### src/rtl/pkg_cronometro.sv
// Shared definitions for the stopwatch lap-time path: state encoding of the
// recall controller and default geometry of the lap-time store.
package pkg_cronometro;

  localparam int unsigned DEF_NUM_ENTRIES = 4;
  localparam int unsigned DEF_ADDR_WIDTH  = 2;
  localparam int unsigned DEF_DATA_WIDTH  = 16;

  localparam logic [1:0] ESTADO_LIVE   = 2'd0;
  localparam logic [1:0] ESTADO_RECALL = 2'd1;
  localparam logic [1:0] ESTADO_SCAN   = 2'd2;

  typedef enum logic [1:0] {
    StLive   = ESTADO_LIVE,
    StRecall = ESTADO_RECALL,
    StScan   = ESTADO_SCAN
  } estado_e;

endpackage

### src/rtl/temporizador_varredura.sv
// Auto-scan dwell timer. While enabled it counts clock cycles and emits a
// one-cycle tick on the last cycle of each SCAN_TICKS-cycle dwell.
//   clk_i     : clock
//   rst_ni    : asynchronous active-low reset
//   enable_i  : count while high; counter held at 0 while low
//   restart_i : force the counter back to 0 (start a fresh dwell)
//   tick_o    : high on the final cycle of a dwell
module temporizador_varredura #(
  parameter int unsigned SCAN_TICKS = 50000000,
  parameter int unsigned CNT_WIDTH  = 26
) (
  input  logic clk_i,
  input  logic rst_ni,
  input  logic enable_i,
  input  logic restart_i,
  output logic tick_o
);

  localparam logic [CNT_WIDTH-1:0] LastCount = CNT_WIDTH'(SCAN_TICKS - 1);

  logic [CNT_WIDTH-1:0] cnt_q, cnt_d;
  logic                 at_last;

  assign at_last = (cnt_q == LastCount);

  always_comb begin
    cnt_d  = cnt_q + 1'b1;
    tick_o = 1'b0;
    if (restart_i || !enable_i) begin
      cnt_d = '0;
    end else if (at_last) begin
      cnt_d  = '0;
      tick_o = 1'b1;
    end
  end

  always_ff @(posedge clk_i or negedge rst_ni) begin
    if (!rst_ni) begin
      cnt_q <= '0;
    end else begin
      cnt_q <= cnt_d;
    end
  end

endmodule

### src/rtl/leitor_memoria.sv
// Read-side controller of the 4-entry lap-time store. Lets the user leave the
// live display and step through stored laps manually or by timed auto-scan.
//   clock, reset_n          : clock, asynchronous active-low reset
//   write_enable            : store write pulse (writer fills 0,1,2,3 in order)
//   clear                   : invalidate all laps
//   recall_button           : enter recall / advance one entry
//   scan_toggle             : toggle auto-scan while recalling
//   exit_button             : back to live display
//   live_time               : running stopwatch value (BCD)
//   mem_data                : store data_out, combinational from read_address
//   read_address            : registered read index
//   display_data            : registered BCD word for the display
//   showing_recall/scanning : decoded from the registered state
//   entries_stored          : number of valid laps, 0..NUM_ENTRIES
module leitor_memoria
  import pkg_cronometro::*;
#(
  parameter int unsigned NUM_ENTRIES = pkg_cronometro::DEF_NUM_ENTRIES,
  parameter int unsigned ADDR_WIDTH  = pkg_cronometro::DEF_ADDR_WIDTH,
  parameter int unsigned DATA_WIDTH  = pkg_cronometro::DEF_DATA_WIDTH,
  parameter int unsigned SCAN_TICKS  = 50000000,
  parameter int unsigned CNT_WIDTH   = 26
) (
  input  logic                  clock,
  input  logic                  reset_n,
  input  logic                  write_enable,
  input  logic                  clear,
  input  logic                  recall_button,
  input  logic                  scan_toggle,
  input  logic                  exit_button,
  input  logic [DATA_WIDTH-1:0] live_time,
  input  logic [DATA_WIDTH-1:0] mem_data,
  output logic [ADDR_WIDTH-1:0] read_address,
  output logic [DATA_WIDTH-1:0] display_data,
  output logic                  showing_recall,
  output logic                  scanning,
  output logic [ADDR_WIDTH:0]   entries_stored
);

  localparam logic [ADDR_WIDTH:0] MaxCount = (ADDR_WIDTH + 1)'(NUM_ENTRIES);

  estado_e               state_q, state_d;
  logic [ADDR_WIDTH-1:0] addr_q, addr_d;
  logic [DATA_WIDTH-1:0] disp_q, disp_d;
  logic [ADDR_WIDTH:0]   count_q, count_d;
  logic [ADDR_WIDTH:0]   addr_inc;
  logic [ADDR_WIDTH-1:0] addr_next;
  logic                  scan_restart;
  logic                  scan_tick;

  // Wrap at the number of valid entries, not at the store depth.
  assign addr_inc  = {1'b0, addr_q} + 1'b1;
  assign addr_next = (addr_inc >= count_q) ? '0 : addr_inc[ADDR_WIDTH-1:0];

  temporizador_varredura #(
    .SCAN_TICKS (SCAN_TICKS),
    .CNT_WIDTH  (CNT_WIDTH)
  ) u_temporizador (
    .clk_i     (clock),
    .rst_ni    (reset_n),
    .enable_i  (state_q == StScan),
    .restart_i (scan_restart),
    .tick_o    (scan_tick)
  );

  always_comb begin
    count_d = count_q;
    if (clear) begin
      count_d = '0;
    end else if (write_enable && (count_q < MaxCount)) begin
      count_d = count_q + 1'b1;
    end
  end

  // Priority: clear > exit > scan_toggle > recall; lower pulses are dropped.
  always_comb begin
    state_d      = state_q;
    addr_d       = addr_q;
    scan_restart = 1'b0;
    if (clear) begin
      state_d      = StLive;
      addr_d       = '0;
      scan_restart = 1'b1;
    end else begin
      unique case (state_q)
        StLive: begin
          addr_d = '0;
          if (!exit_button && !scan_toggle && recall_button && (count_q != '0)) begin
            state_d = StRecall;
          end
        end
        StRecall: begin
          if (exit_button) begin
            state_d = StLive;
            addr_d  = '0;
          end else if (scan_toggle) begin
            state_d = StScan;
          end else if (recall_button) begin
            addr_d = addr_next;
          end
        end
        StScan: begin
          if (exit_button) begin
            state_d = StLive;
            addr_d  = '0;
          end else if (scan_toggle) begin
            state_d = StRecall;
          end else if (recall_button) begin
            addr_d       = addr_next;
            scan_restart = 1'b1;
          end else if (scan_tick) begin
            addr_d = addr_next;
          end
        end
        default: begin
          state_d = StLive;
          addr_d  = '0;
        end
      endcase
    end
  end

  assign disp_d = (state_q == StLive) ? live_time : mem_data;

  always_ff @(posedge clock or negedge reset_n) begin
    if (!reset_n) begin
      state_q <= StLive;
      addr_q  <= '0;
      disp_q  <= '0;
      count_q <= '0;
    end else begin
      state_q <= state_d;
      addr_q  <= addr_d;
      disp_q  <= disp_d;
      count_q <= count_d;
    end
  end

  assign read_address   = addr_q;
  assign display_data   = disp_q;
  assign showing_recall = (state_q != StLive);
  assign scanning       = (state_q == StScan);
  assign entries_stored = count_q;

endmodule

### config.mk
export PLATFORM = sky130hd
export DESIGN_NAME = leitor_memoria
export DESIGN_NICKNAME = d
export VERILOG_FILES = /design/src/rtl/pkg_cronometro.sv /design/src/rtl/temporizador_varredura.sv /design/src/rtl/leitor_memoria.sv
export SDC_FILE = /design/constraint.sdc
export NUM_CORES = 1
export LEC_CHECK = 0
export CAP_MARGIN = 5
export CORE_ASPECT_RATIO = 0.6
export CORE_MARGIN = 8
export CORE_UTILIZATION = 53
export CTS_CLUSTER_SIZE = 28
export DETAILED_ROUTE_END_ITERATION = 8
export GPL_ROUTABILITY_DRIVEN = 0
export HOLD_SLACK_MARGIN = 0.05
export PLACE_DENSITY_LB_ADDON = 0.08
export SLEW_MARGIN = 15
export SYNTH_ARGS = -nofsm -noshare
export SYNTH_HDL_FRONTEND = slang
export SYNTH_SLANG_ARGS = --single-unit
### constraint.sdc
create_clock -name clock -period 4.3 [get_ports clock]
set_input_delay 0.645 -clock clock [delete_from_list [all_inputs] [get_ports clock]]
set_output_delay 0.645 -clock clock [all_outputs]
set_load 0.01 [all_outputs]
==> metrics.txt <==
critical setup path kind reg2out; effective utilization at floorplan 0.543; flops & latches, synth 49; die boundary height 68.5 um; synth top area cells dfrtp_1, mux2_2, xor2_1, ha_1, nor2_1; number of buffers created by CTS 5; Post CTS Setup Buffer Count 0; number of routed nets with antenna violations 0; CTS-repair resized insts 0; achievable frequency 0.361 GHz; Tcrit/Tclk final 0.644; area of placed instances 0.00309 mm2; cell repeated most along the worst path inv_1; CTS Root Cell clkbuf_8; kind of cell with the highest combined delay on the critical path buffers and inverters; Synth Area per Inst 10.8 um2; fraction of final layout cells with drive strength greater than 1 0.114; vias per cell 5.14; transition time at the pin with the least slew margin 0.962 ns; WP depth 4; maximum resistive drop on vdd 0.196 mV; count of maximum capacitance violations 0; ant diodes 0; layout-stage area growth over the synthesis result 30.6%; vias 1810; later-pin clock latency in the skew report 0.30 ns; cell count after synthesis 225; minimum period implied by the final worst setup slack 2.77 ns; number of ports placed on the die boundary 62; number of nets produced by synthesis 275; area of the multi-input gates 0.00113 mm2; Site Rows 19; vias in the first global route 1839; RSZ-0062 raised after global routing false; power density of the placed cells 325 mW/mm2; count of buffers from port buffering 61; post-synthesis cell type count 37; Clock Skews 0.00745 ns; fin area 0.00319 mm2; Cell Area, Synth 0.00244 mm2; most frequent cells after synthesis dfrtp_1, nor2_1, nand2_1, xor2_1, mux2_2; async set-or-reset flop fraction in the synthesized netlist 1.00; horizontal extent of the die 104 um; worst max-slew margin expressed relative to the limit 0.359; Bufs on Longest Clock Path 2; count of final setup violators 0; leading register cell type out of synthesis dfrtp_1; half-perimeter wire length after placement 3.79 mm; Critical Path End Type output port; number of DRC markers in iteration 0 87; number of max-slew violations in the final report 0; EDFF count, synth 0; Data arrival, critical path 2.12 ns; delay contributed by the slowest stage of the critical path 0.64 ns; GRT Resource Usage Total 0.157; Hold Buf Count CTS 0; TritonCTS clock tree done; Overflow after GRT 0; warnings from Yosys 0; Sum Neg Setup Slack 0 ns; number of filler cells placed in the layout 327; number of buffers and inverters on the critical path 3; area of the die 0.00710 mm2; nature of the critical path startpoint register; part of the Yosys area used for sequential elements 0.503; cell accounting for the most synthesized area dfrtp_1; placed cells 344; required time of the worst setup path 3.65 ns; Hold/Removal Path Class in2async; worst-path maximum fanout 18; area of the core 0.00449 mm2; Clock Pin Slew Worst Setup and Hold Paths 0.09 ns; Routed wire per std cell 14.3 um; detailed-route DRC error count 0; leakage power total 1.34 nW; post-route non-filler standard cell count 352; number of iterations in the first detailed-routing pass 4; portion of synthesized cell area occupied by the leading cell type 0.503; worst-path cell chain inv_1, ha_1, inv_1, clkdlybuf4s50_1; sinks on the clock net 49; fin nets 338; register area 0.00123 mm2; DRT Wirelength 5.05 mm; first-pass GRT wire length 8.94 mm; pin count of the biggest net entering global routing 50; result of the run finished, final reports clean; H-tree levels 2; library cell contributing the largest single delay on the critical path ha_1; worst r2r path cells 5; most common cell in the synthesized netlist dfrtp_1; antenna violations before repair 0; final hold violation count 0
## per-stage QoR
stage	hold WS, ns	utilization	power, mW	setup slack [ns]
3_5_place_dp	0.509	0.688	0.764	1.58
6_report	0.439	0.709	1.04	1.53
3_3_place_gp	0.498	0.688	0.760	1.64
5_1_grt	0.488	0.709	1.09	1.39
2_1_floorplan	0.349	-	0.627	2.33
4_1_cts	0.455	0.709	1.05	1.48
## cell usage in the layout (no fill, tap or decap), types with 2 or more instances in the layout
master,Yosys,final
nand4_2,2,2
or3_1,2,2
nand2_1,17,17
clkdlybuf4s50_1,0,60
nand3_1,13,13
and3_1,3,3
nand2b_1,2,2
nand4_1,4,4
inv_1,10,10
dfrtp_1,49,49
xor2_1,17,17
xnor2_1,6,6
nor3_1,2,2
mux2_2,16,16
a21oi_1,8,8
and4_1,2,2
clkbuf_8,0,6
mux2_1,2,2
nor2_1,34,34
o21ai_0,3,3
ha_1,11,11
nor4b_1,2,2
## metal layers
layer	part of all wire	GRT usage	vias to the layer above	routed length [um]
li1	-	-	894	-
met4	0.0079	0.0544	0	40
met2	0.40	0.223	53	2000
met5	0	0	-	0
met3	0.12	0.0816	2	595
met1	0.48	0.203	861	2410
## worst reg2reg max path, delay by kind of cell, from the launching register on
kind	cells	cell delay, ns
DFF	1	0.45
and+or+nand+nor	5	1.91
## flip-flops by register name (all words and copies together) (netlist names)
register / cells
entries_stored: 3
read_address: 2
state_q: 2
u_temporizador.cnt_q: 26
display_data: 16
## report_power, final
part	total, mW	switching, mW	internal, mW	leakage, nW
combinational	0.242	0.0983	0.144	0.641
sequential	0.508	0.0132	0.495	0.646
clock	0.287	0.156	0.131	0.0512
total	1.04	0.268	0.769	1.34
## final timing paths
| path | startpoint | end | slack, ns |
|---|---|---|---|
| worst max-delay path | state_q[0] | showing_recall | 1.53 |
| worst max register to register | u_temporizador.cnt_q[7] | u_temporizador.cnt_q[3] | 1.78 |
| worst min register to register | entries_stored[2] | entries_stored[2] | 0.53 |
| worst min-delay path | reset_n | display_data[0] | 0.44 |
| max in group asynchronous | reset_n | entries_stored[2] | 3.46 |
| min in group clock | entries_stored[2] | entries_stored[2] | 0.53 |
## logic make-up (layout without fill, tap and decap cells)
family,after synthesis,count (layout),share of synthesized area
xor+xnor,23,23,0.0826
flops,49,49,0.503
fa+ha+maj,11,11,0.0564
compound gates,14,14,0.0328
buf+inv,16,80,0.0323
mux,19,19,0.0872
simple gates,93,93,0.206
## cell type report
type / count / area share
clock buffer: 6 / 0.0259
timing repair buffer: 62 / 0.192
clock inverter: 2 / 0.00432
tap: 63 / 0.0247
inverter: 10 / 0.0118
sequential: 49 / 0.385
multi-input combinational: 160 / 0.356
Power figures use the tool's default switching activity.
